--- src/rtl/rv32_decode_pkg.sv ---
// Shared decode definitions: opcodes, funct3 codes, unit opcode encodings and the control bundle.
// The M extension codes are used only when RV32_DECODE_M_EXT_EN is defined.
package rv32_decode_pkg;

  localparam int DEC_XLEN       = 32;
  localparam int DEC_REG_ADDR_W = 5;
  localparam int DEC_CSR_ADDR_W = 12;

  localparam logic [6:0] OPC_LUI    = 7'b0110111;
  localparam logic [6:0] OPC_AUIPC  = 7'b0010111;
  localparam logic [6:0] OPC_JAL    = 7'b1101111;
  localparam logic [6:0] OPC_JALR   = 7'b1100111;
  localparam logic [6:0] OPC_BRANCH = 7'b1100011;
  localparam logic [6:0] OPC_LOAD   = 7'b0000011;
  localparam logic [6:0] OPC_STORE  = 7'b0100011;
  localparam logic [6:0] OPC_OP_IMM = 7'b0010011;
  localparam logic [6:0] OPC_OP     = 7'b0110011;
  localparam logic [6:0] OPC_FENCE  = 7'b0001111;
  localparam logic [6:0] OPC_SYSTEM = 7'b1110011;

  localparam logic [2:0] F3_PRIV   = 3'b000;
  localparam logic [2:0] F3_CSRRW  = 3'b001;
  localparam logic [2:0] F3_CSRRS  = 3'b010;
  localparam logic [2:0] F3_CSRRC  = 3'b011;
  localparam logic [2:0] F3_CSRRWI = 3'b101;
  localparam logic [2:0] F3_CSRRSI = 3'b110;
  localparam logic [2:0] F3_CSRRCI = 3'b111;

  localparam int DATA_ORIGIN_WIDTH = 2;
  localparam logic [1:0] ORIGIN_REGISTER = 2'd0;
  localparam logic [1:0] ORIGIN_RS1_IMM  = 2'd1;
  localparam logic [1:0] ORIGIN_PC_IMM   = 2'd2;

  localparam int DATA_TARGET_WIDTH = 2;
  localparam logic [1:0] TARGET_ALU = 2'd0;
  localparam logic [1:0] TARGET_MEM = 2'd1;
  localparam logic [1:0] TARGET_PC  = 2'd2;
  localparam logic [1:0] TARGET_CSR = 2'd3;

  localparam int ALU_OPCODE_WIDTH = 5;
  localparam logic [4:0] ALU_OPCODE_ADD    = 5'd0;
  localparam logic [4:0] ALU_OPCODE_SUB    = 5'd1;
  localparam logic [4:0] ALU_OPCODE_SLL    = 5'd2;
  localparam logic [4:0] ALU_OPCODE_SLT    = 5'd3;
  localparam logic [4:0] ALU_OPCODE_SLTU   = 5'd4;
  localparam logic [4:0] ALU_OPCODE_XOR    = 5'd5;
  localparam logic [4:0] ALU_OPCODE_SRL    = 5'd6;
  localparam logic [4:0] ALU_OPCODE_SRA    = 5'd7;
  localparam logic [4:0] ALU_OPCODE_OR     = 5'd8;
  localparam logic [4:0] ALU_OPCODE_AND    = 5'd9;
  // M extension codes are contiguous in funct3 order so decode is ALU_OPCODE_MUL + funct3.
  localparam logic [4:0] ALU_OPCODE_MUL    = 5'd10;
  localparam logic [4:0] ALU_OPCODE_MULH   = 5'd11;
  localparam logic [4:0] ALU_OPCODE_MULHSU = 5'd12;
  localparam logic [4:0] ALU_OPCODE_MULHU  = 5'd13;
  localparam logic [4:0] ALU_OPCODE_DIV    = 5'd14;
  localparam logic [4:0] ALU_OPCODE_DIVU   = 5'd15;
  localparam logic [4:0] ALU_OPCODE_REM    = 5'd16;
  localparam logic [4:0] ALU_OPCODE_REMU   = 5'd17;

  localparam int LSU_OPCODE_WIDTH = 4;
  localparam logic [3:0] LSU_OPCODE_NONE = 4'd0;
  localparam logic [3:0] LSU_OPCODE_LB   = 4'd1;
  localparam logic [3:0] LSU_OPCODE_LH   = 4'd2;
  localparam logic [3:0] LSU_OPCODE_LW   = 4'd3;
  localparam logic [3:0] LSU_OPCODE_LBU  = 4'd4;
  localparam logic [3:0] LSU_OPCODE_LHU  = 4'd5;
  localparam logic [3:0] LSU_OPCODE_SB   = 4'd6;
  localparam logic [3:0] LSU_OPCODE_SH   = 4'd7;
  localparam logic [3:0] LSU_OPCODE_SW   = 4'd8;

  localparam int BR_OPCODE_WIDTH = 3;
  localparam logic [2:0] BR_OPCODE_NONE = 3'd0;
  localparam logic [2:0] BR_OPCODE_BEQ  = 3'd1;
  localparam logic [2:0] BR_OPCODE_BNE  = 3'd2;
  localparam logic [2:0] BR_OPCODE_BLT  = 3'd3;
  localparam logic [2:0] BR_OPCODE_BGE  = 3'd4;
  localparam logic [2:0] BR_OPCODE_BLTU = 3'd5;
  localparam logic [2:0] BR_OPCODE_BGEU = 3'd6;
  localparam logic [2:0] BR_OPCODE_JUMP = 3'd7;

  localparam int CSR_OPCODE_WIDTH = 3;
  localparam logic [2:0] CSR_OPCODE_NONE   = 3'd0;
  localparam logic [2:0] CSR_OPCODE_CSRRW  = 3'd1;
  localparam logic [2:0] CSR_OPCODE_CSRRS  = 3'd2;
  localparam logic [2:0] CSR_OPCODE_CSRRC  = 3'd3;
  localparam logic [2:0] CSR_OPCODE_CSRRWI = 3'd4;
  localparam logic [2:0] CSR_OPCODE_CSRRSI = 3'd5;
  localparam logic [2:0] CSR_OPCODE_CSRRCI = 3'd6;

  typedef struct packed {
    logic [DEC_XLEN-1:0]       pc;
    logic [1:0]                data_origin;
    logic [1:0]                data_target;
    logic [DEC_XLEN-1:0]       imm;
    logic [DEC_REG_ADDR_W-1:0] rs1_addr;
    logic [DEC_REG_ADDR_W-1:0] rs2_addr;
    logic [DEC_REG_ADDR_W-1:0] rd_addr;
    logic [4:0]                alu_opcode;
    logic [3:0]                lsu_opcode;
    logic [2:0]                br_opcode;
    logic [2:0]                csr_opcode;
    logic [DEC_CSR_ADDR_W-1:0] csr_addr;
    logic                      csr_we;
    logic                      csr_re;
    logic                      reg_w;
    logic                      mem_w;
    logic                      is_branch;
    logic                      is_condition;
  } dec_bundle_t;

  // Idle bundle: every field zero apart from the two opcodes with non-trivial idle meaning.
  function automatic dec_bundle_t idle_bundle();
    dec_bundle_t b;
    b            = '0;
    b.lsu_opcode = LSU_OPCODE_NONE;
    b.alu_opcode = ALU_OPCODE_ADD;
    return b;
  endfunction

endpackage

--- src/rtl/rv32_decode_comb.sv ---
// Pure combinational RV32I(+M) instruction decoder: instruction word and PC in, control bundle and illegal flag out.
// Multiply/divide encodings are decoded only when RV32_DECODE_M_EXT_EN is defined.
module rv32_decode_comb
  import rv32_decode_pkg::*;
(
  input  logic [31:0]         inst_i,
  input  logic [DEC_XLEN-1:0] pc_i,
  output dec_bundle_t         bundle_o,
  output logic                illegal_o
);

  logic [6:0] opcode;
  logic [2:0] f3;
  logic [6:0] f7;
  logic [DEC_XLEN-1:0] imm_i, imm_s, imm_b, imm_j, imm_u, imm_z;

  assign opcode = inst_i[6:0];
  assign f3     = inst_i[14:12];
  assign f7     = inst_i[31:25];

  assign imm_i = {{(DEC_XLEN-12){inst_i[31]}}, inst_i[31:20]};
  assign imm_s = {{(DEC_XLEN-12){inst_i[31]}}, inst_i[31:25], inst_i[11:7]};
  assign imm_b = {{(DEC_XLEN-13){inst_i[31]}}, inst_i[31], inst_i[7], inst_i[30:25], inst_i[11:8], 1'b0};
  assign imm_j = {{(DEC_XLEN-21){inst_i[31]}}, inst_i[31], inst_i[19:12], inst_i[20], inst_i[30:21], 1'b0};
  assign imm_u = {inst_i[31:12], 12'b0};
  assign imm_z = {{(DEC_XLEN-5){1'b0}}, inst_i[19:15]};

  always_comb begin
    // NOTE: every output gets a default before the case so no path leaves one unassigned and infers a latch.
    bundle_o    = idle_bundle();
    bundle_o.pc = pc_i;
    illegal_o   = 1'b0;

    case (opcode)
      OPC_LUI: begin
        bundle_o.rd_addr     = inst_i[11:7];
        bundle_o.imm         = imm_u;
        bundle_o.data_origin = ORIGIN_RS1_IMM;
        bundle_o.reg_w       = 1'b1;
      end
      OPC_AUIPC: begin
        bundle_o.rd_addr     = inst_i[11:7];
        bundle_o.imm         = imm_u;
        bundle_o.data_origin = ORIGIN_PC_IMM;
        bundle_o.reg_w       = 1'b1;
      end
      OPC_JAL, OPC_JALR: begin
        bundle_o.rd_addr     = inst_i[11:7];
        bundle_o.data_target = TARGET_PC;
        bundle_o.br_opcode   = BR_OPCODE_JUMP;
        bundle_o.is_branch   = 1'b1;
        bundle_o.reg_w       = 1'b1;
        if (opcode == OPC_JAL) begin
          bundle_o.imm         = imm_j;
          bundle_o.data_origin = ORIGIN_PC_IMM;
        end else begin
          bundle_o.rs1_addr    = inst_i[19:15];
          bundle_o.imm         = imm_i;
          bundle_o.data_origin = ORIGIN_RS1_IMM;
          illegal_o            = (f3 != 3'b000);
        end
      end
      OPC_BRANCH: begin
        bundle_o.rs1_addr     = inst_i[19:15];
        bundle_o.rs2_addr     = inst_i[24:20];
        bundle_o.imm          = imm_b;
        bundle_o.is_branch    = 1'b1;
        bundle_o.is_condition = 1'b1;
        case (f3)
          3'b000:  begin bundle_o.br_opcode = BR_OPCODE_BEQ;  bundle_o.alu_opcode = ALU_OPCODE_SUB;  end
          3'b001:  begin bundle_o.br_opcode = BR_OPCODE_BNE;  bundle_o.alu_opcode = ALU_OPCODE_SUB;  end
          3'b100:  begin bundle_o.br_opcode = BR_OPCODE_BLT;  bundle_o.alu_opcode = ALU_OPCODE_SLT;  end
          3'b101:  begin bundle_o.br_opcode = BR_OPCODE_BGE;  bundle_o.alu_opcode = ALU_OPCODE_SLT;  end
          3'b110:  begin bundle_o.br_opcode = BR_OPCODE_BLTU; bundle_o.alu_opcode = ALU_OPCODE_SLTU; end
          3'b111:  begin bundle_o.br_opcode = BR_OPCODE_BGEU; bundle_o.alu_opcode = ALU_OPCODE_SLTU; end
          default: illegal_o = 1'b1;
        endcase
      end
      OPC_LOAD: begin
        bundle_o.rd_addr     = inst_i[11:7];
        bundle_o.rs1_addr    = inst_i[19:15];
        bundle_o.imm         = imm_i;
        bundle_o.data_origin = ORIGIN_RS1_IMM;
        bundle_o.data_target = TARGET_MEM;
        bundle_o.reg_w       = 1'b1;
        case (f3)
          3'b000:  bundle_o.lsu_opcode = LSU_OPCODE_LB;
          3'b001:  bundle_o.lsu_opcode = LSU_OPCODE_LH;
          3'b010:  bundle_o.lsu_opcode = LSU_OPCODE_LW;
          3'b100:  bundle_o.lsu_opcode = LSU_OPCODE_LBU;
          3'b101:  bundle_o.lsu_opcode = LSU_OPCODE_LHU;
          default: illegal_o = 1'b1;
        endcase
      end
      OPC_STORE: begin
        bundle_o.rs1_addr    = inst_i[19:15];
        bundle_o.rs2_addr    = inst_i[24:20];
        bundle_o.imm         = imm_s;
        bundle_o.data_origin = ORIGIN_RS1_IMM;
        bundle_o.mem_w       = 1'b1;
        case (f3)
          3'b000:  bundle_o.lsu_opcode = LSU_OPCODE_SB;
          3'b001:  bundle_o.lsu_opcode = LSU_OPCODE_SH;
          3'b010:  bundle_o.lsu_opcode = LSU_OPCODE_SW;
          default: illegal_o = 1'b1;
        endcase
      end
      OPC_OP_IMM: begin
        bundle_o.rd_addr     = inst_i[11:7];
        bundle_o.rs1_addr    = inst_i[19:15];
        bundle_o.imm         = imm_i;
        bundle_o.data_origin = ORIGIN_RS1_IMM;
        bundle_o.reg_w       = 1'b1;
        case (f3)
          3'b000: bundle_o.alu_opcode = ALU_OPCODE_ADD;
          3'b010: bundle_o.alu_opcode = ALU_OPCODE_SLT;
          3'b011: bundle_o.alu_opcode = ALU_OPCODE_SLTU;
          3'b100: bundle_o.alu_opcode = ALU_OPCODE_XOR;
          3'b110: bundle_o.alu_opcode = ALU_OPCODE_OR;
          3'b111: bundle_o.alu_opcode = ALU_OPCODE_AND;
          3'b001: begin
            bundle_o.alu_opcode = ALU_OPCODE_SLL;
            illegal_o           = (f7 != 7'b0000000);
          end
          default: begin
            if (f7 == 7'b0000000)      bundle_o.alu_opcode = ALU_OPCODE_SRL;
            else if (f7 == 7'b0100000) bundle_o.alu_opcode = ALU_OPCODE_SRA;
            else                       illegal_o = 1'b1;
          end
        endcase
      end
      OPC_OP: begin
        bundle_o.rd_addr     = inst_i[11:7];
        bundle_o.rs1_addr    = inst_i[19:15];
        bundle_o.rs2_addr    = inst_i[24:20];
        bundle_o.data_origin = ORIGIN_REGISTER;
        bundle_o.reg_w       = 1'b1;
        case (f7)
          7'b0000000: begin
            case (f3)
              3'b000:  bundle_o.alu_opcode = ALU_OPCODE_ADD;
              3'b001:  bundle_o.alu_opcode = ALU_OPCODE_SLL;
              3'b010:  bundle_o.alu_opcode = ALU_OPCODE_SLT;
              3'b011:  bundle_o.alu_opcode = ALU_OPCODE_SLTU;
              3'b100:  bundle_o.alu_opcode = ALU_OPCODE_XOR;
              3'b101:  bundle_o.alu_opcode = ALU_OPCODE_SRL;
              3'b110:  bundle_o.alu_opcode = ALU_OPCODE_OR;
              default: bundle_o.alu_opcode = ALU_OPCODE_AND;
            endcase
          end
          7'b0100000: begin
            if (f3 == 3'b000)      bundle_o.alu_opcode = ALU_OPCODE_SUB;
            else if (f3 == 3'b101) bundle_o.alu_opcode = ALU_OPCODE_SRA;
            else                   illegal_o = 1'b1;
          end
`ifdef RV32_DECODE_M_EXT_EN
          7'b0000001: bundle_o.alu_opcode = ALU_OPCODE_MUL + {2'b00, f3};
`endif
          default: illegal_o = 1'b1;
        endcase
      end
      OPC_FENCE: ;
      OPC_SYSTEM: begin
        if (f3 == F3_PRIV) begin
          // ECALL/EBREAK and friends carry no writes; the trap unit interprets them downstream.
        end else if (f3 == 3'b100) begin
          illegal_o = 1'b1;
        end else begin
          bundle_o.rd_addr     = inst_i[11:7];
          bundle_o.csr_addr    = inst_i[31:20];
          bundle_o.data_target = TARGET_CSR;
          bundle_o.reg_w       = 1'b1;
          bundle_o.csr_re      = 1'b1;
          bundle_o.csr_we      = (inst_i[19:15] != 5'd0);
          if (f3[2]) begin
            bundle_o.imm         = imm_z;
            bundle_o.data_origin = ORIGIN_RS1_IMM;
          end else begin
            bundle_o.rs1_addr    = inst_i[19:15];
          end
          case (f3)
            F3_CSRRW: begin
              bundle_o.csr_opcode = CSR_OPCODE_CSRRW;
              bundle_o.csr_we     = 1'b1;
              bundle_o.csr_re     = (inst_i[11:7] != 5'd0);
            end
            F3_CSRRS:  bundle_o.csr_opcode = CSR_OPCODE_CSRRS;
            F3_CSRRC:  bundle_o.csr_opcode = CSR_OPCODE_CSRRC;
            F3_CSRRWI: begin
              bundle_o.csr_opcode = CSR_OPCODE_CSRRWI;
              bundle_o.csr_we     = 1'b1;
            end
            F3_CSRRSI: bundle_o.csr_opcode = CSR_OPCODE_CSRRSI;
            default:   bundle_o.csr_opcode = CSR_OPCODE_CSRRCI;
          endcase
        end
      end
      default: illegal_o = 1'b1;
    endcase

    if (inst_i[1:0] != 2'b11 || inst_i == 32'h0000_0000 || inst_i == 32'hFFFF_FFFF)
      illegal_o = 1'b1;

    // An illegal instruction must never commit architectural side effects.
    if (illegal_o) begin
      bundle_o.reg_w     = 1'b0;
      bundle_o.mem_w     = 1'b0;
      bundle_o.csr_we    = 1'b0;
      bundle_o.is_branch = 1'b0;
    end
  end

endmodule

--- src/rtl/rv32_decode_stage.sv ---
// RV32I decode pipeline stage: rv32_decode_comb behind a valid/ready output register (OUT_REG=1) or a pass-through (OUT_REG=0).
// Define RV32_DECODE_M_EXT_EN to decode the M extension.
module rv32_decode_stage
  import rv32_decode_pkg::*;
#(
  parameter int XLEN       = DEC_XLEN,
  parameter int REG_ADDR_W = DEC_REG_ADDR_W,
  parameter int CSR_ADDR_W = DEC_CSR_ADDR_W,
  parameter bit OUT_REG    = 1'b1
) (
  input  logic                         clk,
  input  logic                         rst_n,
  input  logic                         flush_i,
  input  logic                         inst_valid_i,
  output logic                         inst_ready_o,
  input  logic [31:0]                  inst_i,
  input  logic [XLEN-1:0]              pc_i,
  output logic                         dec_valid_o,
  input  logic                         dec_ready_i,
  output logic [XLEN-1:0]              pc_o,
  output logic [DATA_ORIGIN_WIDTH-1:0] data_origin_o,
  output logic [DATA_TARGET_WIDTH-1:0] data_target_o,
  output logic [XLEN-1:0]              imm_o,
  output logic [REG_ADDR_W-1:0]        rs1_addr_o,
  output logic [REG_ADDR_W-1:0]        rs2_addr_o,
  output logic [REG_ADDR_W-1:0]        rd_addr_o,
  output logic [ALU_OPCODE_WIDTH-1:0]  alu_opcode_o,
  output logic [LSU_OPCODE_WIDTH-1:0]  lsu_opcode_o,
  output logic [BR_OPCODE_WIDTH-1:0]   br_opcode_o,
  output logic [CSR_OPCODE_WIDTH-1:0]  csr_opcode_o,
  output logic [CSR_ADDR_W-1:0]        csr_addr_o,
  output logic                         csr_we_o,
  output logic                         csr_re_o,
  output logic                         reg_w_o,
  output logic                         mem_w_o,
  output logic                         is_branch_o,
  output logic                         is_condition_o,
  output logic                         illegal_o
);

  dec_bundle_t bundle_d, bundle_out;
  logic        illegal_d, illegal_out;

  rv32_decode_comb u_decode_comb (
    .inst_i    (inst_i),
    .pc_i      (pc_i),
    .bundle_o  (bundle_d),
    .illegal_o (illegal_d)
  );

  if (OUT_REG) begin : g_out_reg
    dec_bundle_t bundle_q;
    logic        illegal_q;
    logic        valid_q;
    logic        accept;

    assign inst_ready_o = !valid_q || dec_ready_i;
    assign accept       = inst_valid_i && inst_ready_o;

    // NOTE: state updates use non-blocking assignments so every register samples pre-edge values.
    always_ff @(posedge clk or negedge rst_n) begin
      if (!rst_n) begin
        valid_q   <= 1'b0;
        bundle_q  <= idle_bundle();
        illegal_q <= 1'b0;
      end else begin
        if (flush_i)          valid_q <= 1'b0;
        else if (accept)      valid_q <= 1'b1;
        else if (dec_ready_i) valid_q <= 1'b0;

        // Flush drops the incoming instruction, so the held bundle is left untouched.
        if (accept && !flush_i) begin
          bundle_q  <= bundle_d;
          illegal_q <= illegal_d;
        end
      end
    end

    assign dec_valid_o = valid_q;
    assign bundle_out  = bundle_q;
    assign illegal_out = illegal_q;
  end else begin : g_pass
    assign inst_ready_o = dec_ready_i;
    assign dec_valid_o  = inst_valid_i && !flush_i;
    assign bundle_out   = bundle_d;
    assign illegal_out  = illegal_d;
  end

  assign pc_o           = bundle_out.pc;
  assign data_origin_o  = bundle_out.data_origin;
  assign data_target_o  = bundle_out.data_target;
  assign imm_o          = bundle_out.imm;
  assign rs1_addr_o     = bundle_out.rs1_addr;
  assign rs2_addr_o     = bundle_out.rs2_addr;
  assign rd_addr_o      = bundle_out.rd_addr;
  assign alu_opcode_o   = bundle_out.alu_opcode;
  assign lsu_opcode_o   = bundle_out.lsu_opcode;
  assign br_opcode_o    = bundle_out.br_opcode;
  assign csr_opcode_o   = bundle_out.csr_opcode;
  assign csr_addr_o     = bundle_out.csr_addr;
  assign csr_we_o       = bundle_out.csr_we;
  assign csr_re_o       = bundle_out.csr_re;
  assign reg_w_o        = bundle_out.reg_w;
  assign mem_w_o        = bundle_out.mem_w;
  assign is_branch_o    = bundle_out.is_branch;
  assign is_condition_o = bundle_out.is_condition;
  assign illegal_o      = illegal_out;

endmodule

--- config.mk ---
export PLATFORM = sky130hd
export DESIGN_NAME = rv32_decode_stage
export DESIGN_NICKNAME = d
export VERILOG_FILES = /design/src/rtl/rv32_decode_pkg.sv /design/src/rtl/rv32_decode_comb.sv /design/src/rtl/rv32_decode_stage.sv
export SDC_FILE = /design/constraint.sdc
export NUM_CORES = 1
export LEC_CHECK = 0
export CORE_AREA = 4 4 115 117
export DETAILED_ROUTE_END_ITERATION = 16
export DIE_AREA = 0 0 119 121
export PLACE_DENSITY = 0.89
export RECOVER_POWER = 25
export SYNTH_ARGS = -nofsm -noshare
export SYNTH_HDL_FRONTEND = slang
export SYNTH_SLANG_ARGS = --single-unit
export TNS_END_PERCENT = 10
--- constraint.sdc ---
create_clock -name clk -period 1.83 [get_ports clk]
set_input_delay 0.2745 -clock clk [delete_from_list [all_inputs] [get_ports clk]]
set_output_delay 0.2745 -clock clk [all_outputs]
set_load 0.02 [all_outputs]
==> run summary <==
critical path endpoint - is_branch_o$_DFFE_PN0P_
static leakage - 0.004077 uW
slew at the pin closest to its max-slew limit - 0.8409 ns
most instantiated flip-flop cell in the synthesis netlist - sky130_fd_sc_hd__dfrtp_1
post-route clock skew - 0.009677 ns
count of state elements after synthesis - 117
ant diodes - 0
total number of vias - 5764
Longest Clk Path Bufs - 2
power density over the cells - 837.1 nW/um2
worst slack after detailed placement - -0.5318 ns
Clk Latency, worst-skew pair - 0.41 ns
average via count per standard cell - 5.357
largest driver fanout on the critical path - 12
cell taking the most area after synthesis - sky130_fd_sc_hd__dfrtp_1
Port Buffer Count - 186
unrepaired setup endpoints after global routing - yes
kind of critical path - input port to flip-flop
post-detailed-routing wire length - 19200 um
global-route total usage across every layer - 0.2721
CTS clock-pin slew for the worst setup and hold paths - 0.06 ns
Max H-tree Level - 4
number of max-slew violations in the final report - 0
warnings from Yosys - 0
number of maximum-capacitance constraint violations - 0
most frequently used cell type in the post-synthesis netlist - sky130_fd_sc_hd__nand2_1
number of placement rows - 41
number of cells produced by synthesis - 612
fraction of final layout cells sized beyond drive strength 1 - 0.1991
required time worst endpoint - 2.15 ns
total congestion overflow after global routing - 0
cell types with the largest area share after synthesis - sky130_fd_sc_hd__dfrtp_1 53%, sky130_fd_sc_hd__nand2_1 13%, sky130_fd_sc_hd__o21ai_0 5.0%
area growth from synthesis to layout - 65.01%
slack of the critical path - -0.002904 ns
clock root buffer - sky130_fd_sc_hd__clkbuf_16
# IOs - 188
Critical Path End Type - flip-flop
sequential-to-total area share from yosys stat - 0.5334
post-DP HPWL - 14300 um
number of antenna-violating nets in the routed design - 0
startpoint of the most critical setup path - inst_i[6]
wire length of the first global-routing pass - 30680 um
number of enable flip-flop cells after synthesis - 0
R2R Setup Slk - 0.18 ns
master of the slowest instance on the critical path - sky130_fd_sc_hd__a2111o_1
Initial Utilization - 0.4440
number of buffers added for setup after CTS - 0
total number of nets in the final design - 960
most frequent cell on the critical path - sky130_fd_sc_hd__buf_4
Reg2Reg Capture Point - alu_opcode_o[1]$_DFFE_PN0P_
largest stage delay on the critical path - 0.43 ns
Routed WL per cell - 17.84 um
maximum clock frequency - 0.5456 GHz
startpoint of the most critical register-to-register path - dec_valid_o$_DFFE_PN0P_
number of different library cells in the post-synthesis netlist - 66
number of detailed-route iterations in the first pass - 6
violations in the final reports - negative setup slack
largest net degree at the start of global routing - 49
number of cells on the worst reg-to-reg path - 7
Min-Delay Path Class - input port to flip-flop
largest vdd supply drop - 543.1 uV
Worst slew margin - 0.4394
TritonCTS buffer count - 17
last weighted congestion value of the routability-driven placer - 0.9744
final-layout worst hold slack - 0.3058 ns
ranking of synthesized cells by instance count - 192 x sky130_fd_sc_hd__nand2_1, 117 x sky130_fd_sc_hd__dfrtp_1, 55 x sky130_fd_sc_hd__o21ai_0, 37 x sky130_fd_sc_hd__a21oi_1, 29 x sky130_fd_sc_hd__clkbuf_1
DRC errors left - 0
DIE HEIGHT - 121 um
Post-Synthesis Net Count - 681
number of antenna violations at the first check in global routing - 0
number of clock sinks - 117
drt initial violations - 462
min Tclk post-route - 1.833 ns
sequence of cells on the critical path - clkdlybuf4s50_1 > buf_4 > buf_12 > a21o_1 > a21oi_2 > nor4b_1 > buf_4 > a2111o_1 > o31ai_2
total of endpoints with negative setup slack in the final report - 3
Core ar. - 12360 um2
Yosys top cell area share - 0.5334
FFs w/ async S/R, synth - 1.000
Period Utilization, post-route - 1.002
CP Launch Type - input port
run status - finished with violations
TritonCTS clock tree - built
Arr. time, crit path - 2.15 ns
final number of hold-violating endpoints - 0
post-synth design cell area - 5489 um2
Avg Synthesized Cell Area - 8.969 um2
number of global-route vias before repair - 5830
area enclosed by the die boundary - 14400 um2
die width - 119 um
-- power breakdown --
part           internal [uW]  switching, uW  total (uW)  leakage, uW
registers               2730           76.7        2810      0.00157
clock network           2250           1200        3450     0.000296
logic                    642            680        1320      0.00221
-- per-layer routing --
metal,up-vias,GRT usage,part of all wire
li1,2674,-,-
met1,2791,0.3487,0.42
met2,262,0.4535,0.49
met3,37,0.06900,0.072
met4,0,0.08689,0.019
met5,-,0,0
-- sequential cells by signal (all words and copies together) (netlist names), 2 cells and up --
name           flops
data_origin_o      2
alu_opcode_o       4
imm_o             32
rs1_addr_o         5
pc_o              32
rs2_addr_o         5
br_opcode_o        3
csr_addr_o        12
lsu_opcode_o       4
csr_opcode_o       3
rd_addr_o          5
data_target_o      2
-- critical path, delay by kind of cell --
family | cells | cell delay [ns]
AND/OR/NAND/NOR | 1 | 0.06
buffers and inverters | 4 | 0.85
AO/OA/AOI/OAI | 4 | 0.97
-- placed cells by master (no fill, tap or decap), types with 4 or more instances in the layout --
master                              n
sky130_fd_sc_hd__clkdlybuf4s50_1  180
sky130_fd_sc_hd__o31ai_1            8
sky130_fd_sc_hd__nor2_1            25
sky130_fd_sc_hd__a21oi_1           35
sky130_fd_sc_hd__nand3_1            6
sky130_fd_sc_hd__o22ai_1            5
sky130_fd_sc_hd__inv_1              4
sky130_fd_sc_hd__nand2_1          192
sky130_fd_sc_hd__a22o_1            20
sky130_fd_sc_hd__dfrtp_1          117
sky130_fd_sc_hd__and3_1             4
sky130_fd_sc_hd__nand2b_1           8
sky130_fd_sc_hd__buf_4            107
sky130_fd_sc_hd__nor2_2             4
sky130_fd_sc_hd__nor2b_1            4
sky130_fd_sc_hd__dlymetal6s2s_1     4
sky130_fd_sc_hd__clkbuf_16         17
sky130_fd_sc_hd__o21ai_0           54
sky130_fd_sc_hd__a31oi_1            5
sky130_fd_sc_hd__buf_12             8
-- per-stage QoR --
stage                 util  total power (uW)  cell area, um2  cells  setup TNS, ns
global placement    0.6766              4132            8364   1043         -22.66
floorplan                -              3364            5490    612        -0.2859
finish              0.7326              7582            9057   1076      -0.005014
global route        0.7326              7861            9057   1076         -1.541
CTS                 0.7288              7622            9010   1076        -0.2444
detailed placement  0.6766              4162            8364   1043         -24.50
-- how the worst min path moves through the flow --
stage                     startpoint                          end  slack (ns)  depth (start not counted)
after floorplan                rst_n  alu_opcode_o[0]$_DFFE_PN0P_       -0.02                          0
after global placement         rst_n          pc_o[3]$_DFFE_PN0P_        0.25                          1
after detailed placement       rst_n          pc_o[3]$_DFFE_PN0P_        0.25                          1
after CTS                      rst_n    rs1_addr_o[1]$_DFFE_PN0P_        0.37                          2
after global routing      inst_i[25]        imm_o[25]$_DFFE_PN0P_        0.32                          4
final                     inst_i[26]        imm_o[26]$_DFFE_PN0P_        0.31                          4
-- cells by family after synthesis --
family,Yosys count,synth area share
AOI/OAI and AO/OA,160,0.1858
xor gates and xnor gates,5,0.007980
buffers and inverters,48,0.04012
DFF,117,0.5334
muxes,2,0.003875
other,1,0.0006832
and+or+nand+nor,279,0.2282
-- what timing repair did --
item | CTS | global route
setup endpoints to repair | 9 | 41
pin swaps | 4 | 5
hold buffers | 1 | 0
hold endpoints to repair | 32 | 0
cloned | 0 | 0
resized for setup | 5 | 16
-- area by class of cell --
| cell class | instances | area (um2) |
|---|---|---|
| Inverter | 4 | 15.01 |
| Tap cell | 172 | 215.2 |
| Fill cell | 905 | 3306 |
| Timing Repair Buffer | 304 | 2855 |
| Multi-Input combinational cell | 447 | 2425 |
| Sequential cell | 117 | 2928 |
| Clock buffer | 21 | 470.5 |
| Clock inverter | 11 | 148.9 |
Power figures use the tool's default switching activity.
==> variant 1 (same flow settings) <==
Build with the macro `RV32_DECODE_M_EXT_EN` defined.
--- a/src/rtl/rv32_decode_comb.sv
+++ b/src/rtl/rv32_decode_comb.sv
@@ -1,5 +1,7 @@
 // Pure combinational RV32I(+M) instruction decoder: instruction word and PC in, control bundle and illegal flag out.
 // Multiply/divide encodings are decoded only when RV32_DECODE_M_EXT_EN is defined.
+`define RV32_DECODE_M_EXT_EN
+
 module rv32_decode_comb
   import rv32_decode_pkg::*;
 (
Formal check against the unedited RTL: not equivalent (a bounded check fails within 4 cycles, from zero or initial values and one cycle with rst_n low).
==> variant 1 against the original RTL <==
The run still ends with setup timing left. Sequential cell count grew 1. Wire length rose by 3.1%. Sequential share of layout area down 0.18 points. Worst setup slack lost 62 ps. Total power up 1.3%. Cell area increased by 1.4%. Area after synthesis is 1.3% higher. Non-clock buffer count grew 14. Critical path type unchanged. Largest cell class unchanged. Largest power group unchanged. Highest routed layer unchanged.
==> variant 1: results (changes against the original RTL) <==
all-layer global routing usage=0.279 (+0.00739); first-pass GRT wire length=31500 um (+2.7%); final setup TNS=-195 ps (-190 ps); Leak=4.17 nW (+2.3%); Mapped Avg Cell Area=8.91 um2 (-0.63%); Slew @ Worst Pin=801 ps (-39.6 ps); Buffers on Ports=187 (+0.54%); Final nets=985 (+2.6%); Post-DP Area=0.00851 mm2 (+1.7%); adder-cell area share of the yosys netlist=0.00225 (+0.00225); capturing point of the worst reg2reg path=csr_addr_o[10]; vias=6002 (+4.1%); beginning of the critical path=inst_i[27]; worst hold endpoint=pc_o[16]; hold wc startpoint=pc_i[16]; share of cells above drive strength 1=0.198 (-0.000839); Power, Total=0.00768 W (+1.3%); Seq pwr share=0.369 (about the same); Cells on Worst Hold Path=3 (-1); Filler Cells Inserted=863 (-4.6%); Final Setup Violations=5 (+2); DR vias/cell=5.46 (+1.9%); highest fanout seen on the critical path=5 (-7); Critical Path Max Stage Delay=590 ps (+160 ps); dpl cells=1067 (+2.3%); status=finished, violations left; reg2reg setup slack=240 ps (+60 ps); 1st-pass router iterations=5 (-1); Arr. time, crit path=2200 ps (+50 ps); final worst slack=-65.3 ps (-62.4 ps); Post-Route WL=19800 um (+3.1%); mux contribution to synthesized area=0.00180 (-0.00208); Crit path max-delay family=simple AND/OR/NAND/NOR gates; sequential area share after synthesis=0.531 (-0.00246); Clock Skews=5.84 ps (-3.84 ps); Post-Synth XOR/XNOR Area=0.00472 (-0.00325); violated checks=setup timing; crit path max-delay cell type=or4_4; pwr/cell area=836 mW/mm2 (-0.14%); critical path capture point=illegal_o; pre-CTS WS=-564 ps (-32.7 ps); GPL Wtd Cong=0.954 (-2.1%)
[variant 1: repair_timing]
action,in CTS,in global routing
endpoints found under the hold margin,31,0
setup endpoints to repair,34,51
pin swaps,0,1
gates cloned,0,0
hold buffers,1,0
gates resized for setup,11,14
[variant 1: layer usage]
layer | share of wire | vias up | GRT usage
met5 | 0 | - | 0
met1 | 0.41 | 2846 | 0.353
met3 | 0.091 | 46 | 0.0751
li1 | - | 2772 | -
met4 | 0.029 | 0 | 0.118
met2 | 0.47 | 338 | 0.455
[variant 1: cell type report]
cell class,instances,area share
Multi-Input combinational cell,450,0.268
Sequential cell,118,0.321
Clock buffer,20,0.0486
Inverter,10,0.00409
Timing Repair Buffer,318,0.315
Clock inverter,12,0.0193
Tap cell,172,0.0234
[variant 1: tightest hold or removal path: cells and delay by family]
family | cells | cell delay [ps]
buf+inv | 1 | 390
simple gates | 2 | 90
==> variant 2 (same flow settings) <==
Made on the original files. Reset style: synchronous (`rst_n`), changed in one clocked block.
--- a/src/rtl/rv32_decode_stage.sv
+++ b/src/rtl/rv32_decode_stage.sv
@@ -58,7 +58,7 @@
     assign accept       = inst_valid_i && inst_ready_o;
 
     // NOTE: state updates use non-blocking assignments so every register samples pre-edge values.
-    always_ff @(posedge clk or negedge rst_n) begin
+    always_ff @(posedge clk) begin
       if (!rst_n) begin
         valid_q   <= 1'b0;
         bundle_q  <= idle_bundle();
Check against the original RTL: differs if rst_n is asserted again (counterexample within 4 cycles, from zero or initial values and one cycle with rst_n low); with rst_n held inactive, the same outputs for 4 cycles.
==> variant 2 against the original RTL <==
Critical path depth decreased by 1. Total power decreased by 7.4%. Worst setup slack improved by 30 ps. Sequential cell count unchanged. First-iteration DRC count increased by 38%. Cell area decreased by 2.3%. Wire length increased by 2.5%. Area after synthesis decreased by 1.5%.
==> variant 2: results (changes against the original RTL) <==
vias in the first global route=5999 (+2.9%); Commonest cells post-synth=nand2_1, dfxtp_1, a21boi_0, nor2_1, o21ai_0; Post-CTS Resized=4 (-1); Iter 0 DRT Violations=639 (+38%); WL per Instance=18.2 um (+1.8%); Leak=3.31 nW (-19%); status=completed; Final nets=969 (+0.94%); Crit path max-delay family=buffers and inverters; async set-reset flop share out of synthesis=0 (-1.00); met1 GRT Util=0.311 (-0.0376); sequential area share after synthesis=0.433 (-0.100); crit path max-delay cell type=clkdlybuf4s50_1; Worst VDD drop=0.617 mV (+14%); Synth area leaders=dfxtp_1, nand2_1, a21boi_0; dpl cells=1052 (+0.86%); DR vias/cell=5.52 (+3.1%); unique cell type count in the Yosys netlist=68 (+3.0%); share of cells above drive strength 1=0.192 (-0.00702); final non-filler cell area=0.00885 mm2 (-2.3%); largest net degree at the start of global routing=45 (-8.2%); met3 usage=0.0988 (+0.0298); Critical Path Max Stage Delay=470 ps (+40 ps); Synth Net Count=706 (+3.7%); first-pass GRT wire length=31100 um (+1.2%); Post-Route WL=19700 um (+2.5%); Mapped Avg Cell Area=8.49 um2 (-5.4%); Post-DP Area=0.00813 mm2 (-2.8%); met2 usage=0.451 (-0.00283)
-- variant 2: power by group --
| group | switching (W) | internal [W] | total [W] |
|---|---|---|---|
| clock network | 0.00117 | 0.00223 | 0.00340 |
| registers | 0.0000327 | 0.00261 | 0.00264 |
| logic | 0.000499 | 0.000482 | 0.000982 |
| total | 0.00170 | 0.00533 | 0.00702 |
-- variant 2: metrics by stage --
stage	setup WS [ps]	TNS (ps)	power, W
after detailed placement	-447	-29200	0.00365
after global placement	-492	-27510	0.00364
after CTS	15.5	0	0.00704
after floorplan	58.2	0	0.00311
after global routing	-17.3	-40.2	0.00723
final	26.9	0	0.00702
-- variant 2: metal layers --
layer / part of all wire / up-vias
met4: 0.029 / 0
met1: 0.39 / 2803
li1: - / 2812
met2: 0.48 / 324
met3: 0.10 / 42
met5: 0 / -
-- variant 2: cell type report --
type,count,area (um2),area share
Inverter,6,22.5,0.00255
Sequential cell,117,2340,0.265
Timing Repair Buffer,298,2790,0.315
Clock buffer,22,474,0.0536
Multi-Input combinational cell,460,2880,0.326
Tap cell,172,215,0.0243
Clock inverter,8,125,0.0141
-- variant 2: path summary, 6_finish.rpt --
| kind | start | to | slack (ps) | cells after the start |
|---|---|---|---|---|
| worst max-delay path | inst_i[3] | imm_o[28] | 30 | 8 |
| worst min-delay path | rst_n | csr_we_o | 350 | 2 |
| worst max register to register | dec_valid_o | csr_addr_o[2] | 120 | 7 |
| worst min register to register | pc_o[19] | pc_o[19] | 460 | 2 |
-- variant 2: kinds of logic (layout without fill, tap and decap cells) --
group	Yosys count	after routing	share of synthesized area
AO/OA/AOI/OAI	203	203	0.285
XOR/XNOR	3	3	0.00486
buffers and inverters	60	334	0.0518
flip-flops	117	117	0.433
multiplexers	1	1	0.00185
other	1	1	0.000694
AND/OR/NAND/NOR	252	252	0.223
